===== src/rtl/clock_controller.sv =====
// clock_controller: state sequencer for the six-digit 12-hour display.
// Decodes push-button pulses into the shared state code, generates the
// one-second advance pulse, and owns set-mode digit editing.
// Optional feature: define BLINK_EN to add the blinkMask output, which
// blinks the selected digit while in set mode.

module clock_controller #(
    parameter int unsigned TICK_DIV   = 50000000,
    parameter logic [23:0] RESET_TIME = 24'h120000
) (
    input  logic        clk,
    input  logic        rst_n,
    input  logic        pbReset,
    input  logic        pbSet,
    input  logic        pbStart,
    input  logic        pbNext,
    input  logic        pbInc,
    input  logic [23:0] currentBits,
`ifdef BLINK_EN
    output logic [5:0]  blinkMask,
`endif
    output logic [3:0]  state,
    output logic        rCount,
    output logic [23:0] setBits,
    output logic [2:0]  digitSel
);

    localparam int unsigned CntW = $clog2(TICK_DIV);
    localparam logic [CntW-1:0] CntMax = CntW'(TICK_DIV - 1);

    typedef enum logic [3:0] {
        StReset = 4'd0,
        StSet   = 4'd1,
        StRun   = 4'd3,
        StIdle  = 4'd4
    } stateT;

    stateT            stateQ, stateD;
    logic [CntW-1:0]  cntQ, cntD;
    logic [23:0]      setBitsQ, setBitsD;
    logic [2:0]       digitSelQ, digitSelD;
    logic [3:0]       newHhb;
    logic             counting;

    // Increment v within [lo, hi]; anything at or past hi (or below lo) wraps to lo.
    function automatic logic [3:0] incWrap(input logic [3:0] v, input logic [3:0] lo,
                                           input logic [3:0] hi);
        return (v >= hi || v < lo) ? lo : v + 4'd1;
    endfunction

`ifdef BLINK_EN
    assign counting = (stateQ == StRun) || (stateQ == StSet);
`else
    assign counting = (stateQ == StRun);
`endif

    // Next-state decode; pbReset dominates, then pbStart, then pbSet.
    always_comb begin
        stateD = stateQ;
        if (pbReset) begin
            stateD = StReset;
        end else begin
            case (stateQ)
                StReset: stateD = StIdle;
                StIdle: begin
                    if (pbStart)    stateD = StRun;
                    else if (pbSet) stateD = StSet;
                end
                StSet:   if (pbStart) stateD = StRun;
                StRun:   stateD = StRun;
                default: stateD = StReset;
            endcase
        end
    end

    // Tick counter: cleared on any state entry, free-running while counting.
    always_comb begin
        cntD = cntQ;
        if (pbReset || (stateD != stateQ)) begin
            cntD = '0;
        end else if (counting) begin
            cntD = (cntQ == CntMax) ? '0 : cntQ + CntW'(1);
        end
    end

    // Set-value and digit-select editing, with 12-hour legality repair.
    always_comb begin
        setBitsD  = setBitsQ;
        digitSelD = digitSelQ;
        newHhb    = incWrap(setBitsQ[23:20], 4'd0, 4'd1);
        if (pbReset) begin
            setBitsD  = RESET_TIME;
            digitSelD = 3'd6;
        end else if (stateQ == StIdle && pbSet && !pbStart) begin
            setBitsD  = currentBits;
            digitSelD = 3'd6;
        end else if (stateQ == StSet && !pbStart) begin
            if (pbInc) begin
                case (digitSelQ)
                    3'd1: setBitsD[3:0]   = incWrap(setBitsQ[3:0], 4'd0, 4'd9);
                    3'd2: setBitsD[7:4]   = incWrap(setBitsQ[7:4], 4'd0, 4'd5);
                    3'd3: setBitsD[11:8]  = incWrap(setBitsQ[11:8], 4'd0, 4'd9);
                    3'd4: setBitsD[15:12] = incWrap(setBitsQ[15:12], 4'd0, 4'd5);
                    3'd5: begin
                        if (setBitsQ[23:20] == 4'd0)
                            setBitsD[19:16] = incWrap(setBitsQ[19:16], 4'd1, 4'd9);
                        else
                            setBitsD[19:16] = incWrap(setBitsQ[19:16], 4'd0, 4'd2);
                    end
                    3'd6: begin
                        setBitsD[23:20] = newHhb;
                        // Keep the hour legal when the tens digit changes.
                        if (newHhb == 4'd1 && setBitsQ[19:16] > 4'd2)
                            setBitsD[19:16] = 4'd2;
                        else if (newHhb == 4'd0 && setBitsQ[19:16] == 4'd0)
                            setBitsD[19:16] = 4'd1;
                    end
                    default: ;
                endcase
            end
            if (pbNext) begin
                digitSelD = (digitSelQ <= 3'd1 || digitSelQ > 3'd6) ? 3'd6
                                                                      : digitSelQ - 3'd1;
            end
        end
    end

    // State registers with asynchronous reset.
    always_ff @(posedge clk or negedge rst_n) begin
        if (!rst_n) begin
            stateQ    <= StReset;
            cntQ      <= '0;
            setBitsQ  <= RESET_TIME;
            digitSelQ <= 3'd6;
        end else begin
            stateQ    <= stateD;
            cntQ      <= cntD;
            setBitsQ  <= setBitsD;
            digitSelQ <= digitSelD;
        end
    end

`ifdef BLINK_EN
    // First half of each tick period lights the selected digit's bit.
    always_comb begin
        blinkMask = '0;
        if (stateQ == StSet && cntQ < CntW'(TICK_DIV / 2) &&
            digitSelQ >= 3'd1 && digitSelQ <= 3'd6)
            blinkMask = 6'b000001 << (digitSelQ - 3'd1);
    end
`endif

    assign state    = stateQ;
    assign rCount   = (stateQ == StRun) && (cntQ == CntMax);
    assign setBits  = setBitsQ;
    assign digitSel = digitSelQ;

endmodule


===== config.mk =====
export PLATFORM = sky130hd
export DESIGN_NAME = clock_controller
export DESIGN_NICKNAME = d
export VERILOG_FILES = /design/src/rtl/clock_controller.sv
export SDC_FILE = /design/constraint.sdc
export NUM_CORES = 1
export LEC_CHECK = 0
export BUFFER_PORTS_ARGS = -buffer_cell sky130_fd_sc_hd__buf_4
export CAP_MARGIN = 30
export CELL_PAD_IN_SITES_DETAIL_PLACEMENT = 1
export CELL_PAD_IN_SITES_GLOBAL_PLACEMENT = 1
export CORE_MARGIN = 4
export CORE_UTILIZATION = 35
export DETAILED_ROUTE_END_ITERATION = 6
export HOLD_SLACK_MARGIN = 0.05
export PLACE_DENSITY_LB_ADDON = 0.1
export SYNTH_ARGS = -nofsm -noshare
export SYNTH_HDL_FRONTEND = slang
export SYNTH_SLANG_ARGS = --single-unit

===== constraint.sdc =====
create_clock -name clk -period 2.5 [get_ports clk]
set_input_delay 0.5 -clock clk [delete_from_list [all_inputs] [get_ports clk]]
set_output_delay 0.5 -clock clk [all_outputs]
set_load 0.05 [all_outputs]

# Yosys cells after proc, flatten, opt, wreduce, memory -nomap -nowiden
# Index checks and enable logic that the tools add are counted.
totals:
  input_bits: 31
  reg_bits: 57
  out_inout_bits: 32
op_classes:
  mux: 33
  eq_ne: 13
  reduce_logical: 37
  n_addsub: 8
  magnitude_cmp: 17
ops:
  columns: ["op", "count"]
  rows:
  - ["24-bit 2-to-1 mux", 4]
  - ["26-bit 2-to-1 mux", 3]
  - ["4-bit 2-to-1 mux", 19]
  - ["4-bit by 1-bit < comparator with 1-bit output (second input constant)", 7]
  - ["26-bit by 1-bit adder with 26-bit output (second input constant)", 1]
  - ["26-bit equality test (second input constant)", 1]
  - ["4-bit by 1-bit adder with 4-bit output (second input constant)", 6]
  - ["3-bit nonzero test", 8]
  - ["4-bit zero test", 4]
  - ["4-bit one-hot mux with 4 select lines", 1]
  - ["3-bit 2-to-1 mux", 5]
  - ["3-bit AND reduction", 5]
  - ["4-bit >= comparator (second input constant)", 3]
  - ["3-bit equality test (second input constant)", 3]
  - ["1-bit logical OR", 9]
  - ["4-bit by 1-bit equality test with 1-bit output (second input constant)", 2]
  - ["4-bit by 3-bit >= comparator with 1-bit output (second input constant)", 2]
  - ["4-bit one-hot mux with 2 select lines", 1]
  - ["3-bit by 2-bit equality test with 1-bit output (second input constant)", 2]
  - ["1-bit logical AND", 6]
  - ["5-bit inequality test (second input constant)", 1]
  - ["4-bit by 2-bit equality test with 1-bit output (second input constant)", 1]
  - ["4-bit by 3-bit equality test with 1-bit output (second input constant)", 1]
  - ["4-bit by 1-bit >= comparator with 1-bit output (second input constant)", 1]
  - ["other kinds (12)", 12]

# Logic depth before layout (Yosys ltp)
# Gate-level depths: netlist (run 1).
logic_depth:
  ltp_word: 12
  ltp_mapped: 9
  ltp_nobuf: 7

# Least setup slack after synthesis (run 1)
# Ideal clock, no wire load.
synth_timing:
  path_type: "register to register"
  start: "register setBitsQ[21] (netlist: setBits[21])"
  end: "register setBitsQ[19] (netlist: setBits[19])"
  period_less_slack_ns: 2.735
  n_path_buf: 0
  required_time_ns: 2.418
  path_stages_with_launch: 8
  arrival_ns: 2.653
  setup_slack_ns: -0.235
  setup_time_ns: 0.082
  cell_sequence: "dfrtp_1 -> inv_1 -> ha_1 -> or4b_4 -> a2111oi_4 -> o31ai_2 -> or4_1 -> a31oi_1"
synth_via:
  elab_chain_len: 11
  elab_cells_between_ends: 19
  classes_between: "add/sub: 1; order compare: 2; eq/ne: 2; mux: 8; reduce/logical: 6"
synth_lines:
  columns: ["element", "line", "text"]
  rows:
  - ["start, declared", "40", "logic [23:0] setBitsQ, setBitsD;"]
  - ["start signal, assigned", "138", "setBitsQ <= setBitsD;"]
  - ["4-bit by 1-bit >= comparator with 1-bit output / 4-bit by 1-bit < comparator with 1-bit output (equally long branches)", "48", "return (v >= hi || v < lo) ? lo : v + 4'd1;"]
  - ["1-bit logical OR", "48", null]
  - ["4-bit 2-to-1 mux", "48", null]
  - ["4-bit by 1-bit equality test with 1-bit output", "113", "if (newHhb == 4'd1 && setBitsQ[19:16] > 4'd2)"]
  - ["1-bit logical AND", "113", null]
  - ["4-bit 2-to-1 mux", "113", null]
  - ["4-bit one-hot mux with 2 select lines", "99", "case (digitSelQ)"]
  - ["24-bit 2-to-1 mux", "98", "if (pbInc) begin"]
  - ["24-bit 2-to-1 mux", "97", "end else if (stateQ == StSet && !pbStart) begin"]
  - ["24-bit 2-to-1 mux", "94", "end else if (stateQ == StIdle && pbSet && !pbStart) begin"]
  - ["24-bit 2-to-1 mux", "91", "if (pbReset) begin"]
# Parallel ways exist; a longest one is shown, timed or not. The select of a mux whose other input is x is not followed.
# A chain may end at the register's enable or synchronous reset.

# Worst setup path after layout (run 1)
layout_timing:
  start: "register cntQ[1]"
  end: "output rCount"
layout_via:
  elab_chain_len: 2
layout_lines:
  columns: ["element", "line", "text"]
  rows:
  - ["start, declared", "39", "logic [CntW-1:0] cntQ, cntD;"]
  - ["start signal, assigned", "137", "cntQ <= cntD;"]
  - ["26-bit equality test", "154", "assign rCount = (stateQ == StRun) && (cntQ == CntMax);"]
  - ["1-bit logical AND", "154", null]
  - ["end, declared", "23", "output logic rCount,"]
# Every way passes these cells.

==> results.txt, run 1 <==
Total buffers and inverters traversed by the critical path: 1
Clock sink count: 57
Average via count per standard cell: 5.49
Post-layout net count: 569
Synth Area per Inst: 9.01 um2
Std cell rows: 37
Type of element launching the critical path: register
Switching power: 787 uW
Count of warnings emitted by yosys: 0
Endpoint kind of the worst setup timing path: output port
Wire length after detailed routing: 11.6 mm
Slowest stage cell, crit path: sky130_fd_sc_hd__or4b_4
Number of instances in the synthesized netlist: 416
RSZ-0062 raised after global routing: true
Crit path max fanout: 2
Maximum frequency from static timing analysis: 0.403 GHz
Layout Area Growth over Synthesis: 29.7%
Pre-Repair DR Iteration Count: 4
Worst Hold Class: in -> async
Starting density of the core: 36.1%
Synth Flop Type: sky130_fd_sc_hd__dfrtp_1
Capture point of the worst reg-to-reg path: setBits[19]$_DFFE_PN0P_
Proportion of layout cells with a drive suffix above 1: 27.5%
Synth cell count leaders: sky130_fd_sc_hd__dfrtp_1 (53), sky130_fd_sc_hd__nor2_1 (44), sky130_fd_sc_hd__nand2_1 (38)
Cell type with the largest total area after synthesis: sky130_fd_sc_hd__dfrtp_1
Fraction of the yosys area taken by sequential cells: 38.2%
Max-Cap Viols: 0
Count of flip-flops with a built-in enable after synthesis: 0
Maximum clock path buffer count: 2
Diode count: 0
Filler-free cell count of the finished design: 653
Total chip power: 2540 uW
Final Skew: 0.00833 ns
Portion of total power attributed to sequential cells: 39.7%
Pwr/cell area: 523 nW/um2
Core Area: 10,400 um2
Reg-to-reg startpoint: setBits[20]$_DFFE_PN1P_
TritonCTS clock tree: done
Clock network power share: 39.0%
Internal cell power: 1750 uW
DIE AREA: 12,400 um2
Final HPWL from detailed placement: 8.54 mm
DRT iter0 DRCs: 144
CTS clock-pin slew for the worst setup and hold paths: 0.07 ns
Count of unresolved DRC violations after routing: 0
Netlist Area Pre-Place: 3750 um2
Leftover overflow at the end of global routing: 0
R2r setup slk: 0.07 ns
Average wire per standard cell: 17.8 um
Worst IR Drop VDD: 0.257 mV
Synth Register Bits: 57
Chip Width: 111 um
Part of the power in combinational logic: 21.3%
Final slew viol count: 0
Leakage component of the power: 0.00207 uW
Vias in the first global route: 3,770
Ordered list of cells on the worst path: ha_2, or4b_4, nor4_4, and3_4, buf_8
Antenna violations before repair: 0
Total number of vias: 3,587
Worst slew slack as a fraction of its limit: 35.2%
Fraction of registers with async set/reset: 100%
Minimum period implied by the final worst setup slack: 2.48 ns
Hold-fix buffers at CTS: 0
Endpoint required time on the critical path: 2.00 ns
Synthesized Nets: 473
Worst-Skew Late Latency: 0.34 ns
GP Congestion: 0.823
Clock tree root buffer cell: sky130_fd_sc_hd__clkbuf_8
Fraction of synthesized cell area taken by the top area cell type: 35.4%
Worst r2r path cells: 7
Most common cell in the synthesized netlist: sky130_fd_sc_hd__dfrtp_1
Final critical-path share of the clock period: 99.3%
Final ANT Viol Nets: 0
Critical path's largest stage delay: 0.47 ns
Top area cells in the synthesized netlist: sky130_fd_sc_hd__dfrtp_1 (35%), sky130_fd_sc_hd__ha_1 (8.7%), sky130_fd_sc_hd__nor2_1 (4.4%)
Count of final setup violators: 0
Fraction of power spent switching nets: 31.0%
Core Util, Final: 46.9%
Port-buffer cells: 62
Number of top-level design ports: 63
# H-tree levels: 3
Number of different library cells in the post-synthesis netlist: 69
Signal arrival time at the worst endpoint: 1.98 ns
Height of the chip: 111 um
Largest net degree at the start of global routing: 58
Critical path start-end classification: reg -> out
Total routing resource utilization after global routing: 18.7%
Top Family by Delay on Critical Path: simple AND/OR/NAND/NOR gates
Wire length of the first global-routing pass: 19.1 mm
Clock buffer count from CTS: 9
Run status: completed
Placed cell count: 626
Transition time at the pin with the least slew margin: 0.968 ns
Hold violation total from the final report: 0
worst register-to-register path, delay by kind of cell, from the launching register on:
family | cells | cell delay [ns]
compound gates | 3 | 0.73
fa+ha+maj | 1 | 0.19
buf+inv | 1 | 0.13
flops | 1 | 0.37
simple gates | 2 | 0.95
metrics by stage:
step	worst slack, ns	hold WS [ns]	instance area [um2]	setup TNS (ns)
floorplan	-0.0261	0.204	3750	-0.0270
global placement	0.0955	0.507	4510	0
detailed placement	-0.0223	0.530	4510	-0.0291
CTS	-0.0174	0.260	4790	-0.0174
global route	-0.0750	0.275	4860	-0.0750
finish	0.0186	0.217	4860	0
area by class of cell:
class / count / area [um2]
clock buffers: 11 / 141
multi-input cells: 327 / 2230
clock inverters: 5 / 78.8
well taps: 136 / 170
flip-flops and latches: 57 / 1430
inverters: 21 / 78.8
fillers: 1252 / 5510
repair buffers: 96 / 728
worst max-delay path by stage:
stage	cells after the start	endpoint	from
after global placement	7	setBits[17]$_DFFE_PN1P_	setBits[21]$_DFFE_PN0P_
final	5	rCount	cntQ[1]$_DFFE_PN0P_
after global routing	5	rCount	cntQ[1]$_DFFE_PN0P_
after CTS	4	rCount	cntQ[11]$_DFFE_PN0P_
after detailed placement	7	setBits[19]$_DFFE_PN0P_	setBits[21]$_DFFE_PN0P_
after floorplan	7	setBits[19]$_DFFE_PN0P_	setBits[21]$_DFFE_PN0P_
cell usage in the layout (no fill, tap or decap), types with 16 or more instances in the layout:
cell type and n:
sky130_fd_sc_hd__nand3_1 17, sky130_fd_sc_hd__nand2_1 38, sky130_fd_sc_hd__nor2_1 44, sky130_fd_sc_hd__a21oi_1 24, sky130_fd_sc_hd__inv_1 20, sky130_fd_sc_hd__dfrtp_1 51, sky130_fd_sc_hd__o21ai_0 16, sky130_fd_sc_hd__ha_1 24
sky130_fd_sc_hd__buf_4 95, sky130_fd_sc_hd__nor3_1 16
sequential cells by signal, indices dropped and copies added, names as in the netlist:
name and count:
state 4, cntQ 26, setBits 24, digitSel 3
metal layers:
layer / GRT usage, % / share of wire (%) / vias up
li1: - / - / 1706
met1: 26.6 / 50 / 1792
met2: 29.0 / 46 / 75
met3: 3.59 / 3.2 / 14
met4: 5.60 / 1.3 / 0
met5: 0 / 0 / -
timing repair:
action / in CTS / in global routing
endpoints found under the setup margin: 3 / 4
gates resized for setup: 7 / 6
pin swaps: 2 / 6
buffers inserted: 4 / 7
power groups by stage:
| stage | registers, uW | clock network, uW | logic (uW) |
|---|---|---|---|
| after global routing | 1010 | 1060 | 592 |
| final | 1010 | 992 | 542 |
| after detailed placement | 1030 | 0 | 530 |
| after global placement | 1020 | 0 | 516 |
| after CTS | 1010 | 1010 | 544 |
| after floorplan | 1150 | 0 | 200 |
logic make-up (layout without fill, tap and decap cells):
family / count (synthesis) / count (layout) / synth area share (%)
AOI/OAI and AO/OA: 90 / 90 / 16.8
xor gates and xnor gates: 22 / 22 / 5.14
adders and majority gates: 26 / 26 / 8.68
buffers and inverters: 32 / 133 / 3.50
DFF: 57 / 57 / 38.2
muxes: 4 / 4 / 1.13
other: 1 / 1 / 0.100
and+or+nand+nor: 184 / 184 / 26.5
No activity file was read; power rests on OpenSTA's default activity.
==> run 2: changes to the inputs <==
- PLACE_DENSITY: unset -> 0.72
- PLACE_DENSITY_LB_ADDON: 0.1 -> unset
==> results.txt, run 2 (synthesized netlist as in run 1, its figures left out) <==
# H-tree levels: 3 (unchanged)
Transition time at the pin with the least slew margin: 0.768 ns (-0.200 ns)
Post-layout net count: 558 (-1.9%)
GP Congestion: 0.815 (-1.0%)
Ordered list of cells on the worst path: ha_2, or4b_4, nor4_4, and3_4, buf_8
Endpoint required time on the critical path: 2.00 ns (about the same)
Switching power: 776 uW (-1.4%)
Std cell rows: 37 (unchanged)
Max-Cap Viols: 0 (unchanged)
Pwr/cell area: 521 nW/um2 (-0.25%)
RSZ-0062 raised after global routing: true
Slowest stage cell, crit path: sky130_fd_sc_hd__or4b_4
Maximum frequency from static timing analysis: 0.405 GHz (+0.47%)
Minimum period implied by the final worst setup slack: 2.47 ns (-0.0116 ns)
Count of final setup violators: 0 (unchanged)
Final critical-path share of the clock period: 98.8% (-0.46 points)
Number of top-level design ports: 63 (unchanged)
Portion of total power attributed to sequential cells: 40.6% (+0.9 points)
Worst IR Drop VDD: 0.293 mV (+14%)
Total routing resource utilization after global routing: 17.9% (-0.79 points)
Final HPWL from detailed placement: 7.94 mm (-7.1%)
Max reg flops: 26 (unchanged)
Hold-fix buffers at CTS: 0 (unchanged)
Chip Width: 111 um (unchanged)
Antenna violations before repair: 0 (unchanged)
Clock sink count: 57 (unchanged)
Worst-Skew Late Latency: 0.35 ns (about the same)
Average via count per standard cell: 5.44 (-1.0%)
Final ANT Viol Nets: 0 (unchanged)
Part of the power in combinational logic: 21.1% (-0.2 points)
Wire length after detailed routing: 10.8 mm (-7.6%)
Top Family by Delay on Critical Path: simple AND/OR/NAND/NOR gates
Critical path start-end classification: reg -> out
Average wire per standard cell: 16.8 um (-6.0%)
Count of unresolved DRC violations after routing: 0 (unchanged)
TritonCTS clock tree: done
FILL cells: 1,226 (-2.1%)
Layout Area Growth over Synthesis: 27.7%
Register bank with the most flops: cntQ
Crit path max fanout: 2 (unchanged)
Commonest non-fill, non-tap cells in the layout: sky130_fd_sc_hd__buf_4 (83), sky130_fd_sc_hd__dfrtp_1 (52), sky130_fd_sc_hd__nor2_1 (44)
DRT iter0 DRCs: 111 (-23%)
Proportion of layout cells with a drive suffix above 1: 25.7% (-1.8 points)
Internal cell power: 1720 uW (-2.0%)
Total number of vias: 3,491 (-2.7%)
Clock buffer count from CTS: 9 (unchanged)
Core Area: 10,400 um2 (unchanged)
Clock network power share: 38.4% (-0.6 points)
Leakage component of the power: 0.00201 uW (-2.6%)
Placed cell count: 621 (-0.80%)
Run status: completed
Filler-free cell count of the finished design: 642 (-1.7%)
Worst Hold Class: in -> async
Total buffers and inverters traversed by the critical path: 1 (unchanged)
Commonest non-fill, non-tap cell in the layout: sky130_fd_sc_hd__buf_4
Wire length of the first global-routing pass: 18.6 mm (-2.9%)
Hold violation total from the final report: 0 (unchanged)
Final Skew: 0.0143 ns (+0.00595 ns)
Core Util, Final: 46.2% (-0.72 points)
Fraction of power spent switching nets: 31.1% (+0.13 points)
DIE AREA: 12,400 um2 (unchanged)
Maximum clock path buffer count: 2 (unchanged)
Signal arrival time at the worst endpoint: 1.97 ns (about the same)
Clock tree root buffer cell: sky130_fd_sc_hd__clkbuf_8
Largest net degree at the start of global routing: 58 (unchanged)
CTS clock-pin slew for the worst setup and hold paths: 0.08 ns (about the same)
Port-buffer cells: 62 (unchanged)
Worst slew slack as a fraction of its limit: 48.8% (+14 points)
Type of element launching the critical path: register
Endpoint kind of the worst setup timing path: output port
Vias in the first global route: 3,722 (-1.3%)
Pre-Repair DR Iteration Count: 4 (unchanged)
Critical path's largest stage delay: 0.47 ns (about the same)
Diode count: 0 (unchanged)
Final slew viol count: 0 (unchanged)
Starting density of the core: 36.1% (unchanged)
Height of the chip: 111 um (unchanged)
Leftover overflow at the end of global routing: 0 (unchanged)
[run 2: layout make-up]
class | count | area, um2 | area share, %
Tap cell | 136 | 170 | 3.56
Inverter | 21 | 78.8 | 1.65
Clock inverter | 6 | 82.6 | 1.73
Timing Repair Buffer | 85 | 658 | 13.8
Sequential cell | 57 | 1430 | 29.9
Clock buffer | 10 | 128 | 2.67
Multi-Input combinational cell | 327 | 2240 | 46.7
[run 2: per-layer routing]
layer / global-route usage (%) / part of all wire [%]
met3: 2.93 / 2.9
met1: 23.9 / 48
met5: 0 / 0
met2: 29.6 / 47
met4: 6.16 / 2.1
[run 2: final timing paths]
path | to | depth (start not counted) | startpoint | slack [ns]
worst min-delay path | setBits[18]$_DFFE_PN0P_ | 1 | rst_n | 0.22
min in group clk | setBits[23]$_DFFE_PN0P_ | 2 | currentBits[23] | 0.40
worst max register to register | setBits[17]$_DFFE_PN1P_ | 7 | setBits[21]$_DFFE_PN0P_ | 0.10
max in group asynchronous | setBits[21]$_DFFE_PN0P_ | 1 | rst_n | 1.74
worst min register to register | cntQ[14]$_DFFE_PN0P_ | 1 | cntQ[14]$_DFFE_PN0P_ | 0.55
worst max-delay path | rCount | 5 | cntQ[1]$_DFFE_PN0P_ | 0.03
[run 2: through the flow]
stage / instance area, um2 / hold slack [ns] / total power (uW) / TNS, ns / worst slack, ns
finish: 4790 / 0.222 / 2500 / 0 / 0.0302
global route: 4790 / 0.275 / 2630 / -0.0474 / -0.0474
CTS: 4740 / 0.250 / 2510 / 0 / 0.00815
detailed placement: 4490 / 0.533 / 1550 / 0 / 0.0130
global placement: 4490 / 0.524 / 1530 / 0 / 0.0921
floorplan: 3750 / 0.204 / 1340 / -0.0270 / -0.0261
[run 2: what timing repair did]
item | in CTS | in global routing
resized for setup | 4 | 9
buffers inserted | 3 | 2
endpoints found under the setup margin | 1 | 4
pin swaps | 0 | 8
[run 2: power groups by stage]
stage                     Sequential (uW)  Combinational (uW)  Clock [uW]
after floorplan                      1150                 200           0
after global placement               1030                 502           0
after detailed placement             1030                 517           0
after CTS                            1010                 519         982
after global routing                 1020                 577        1030
final                                1010                 526         957
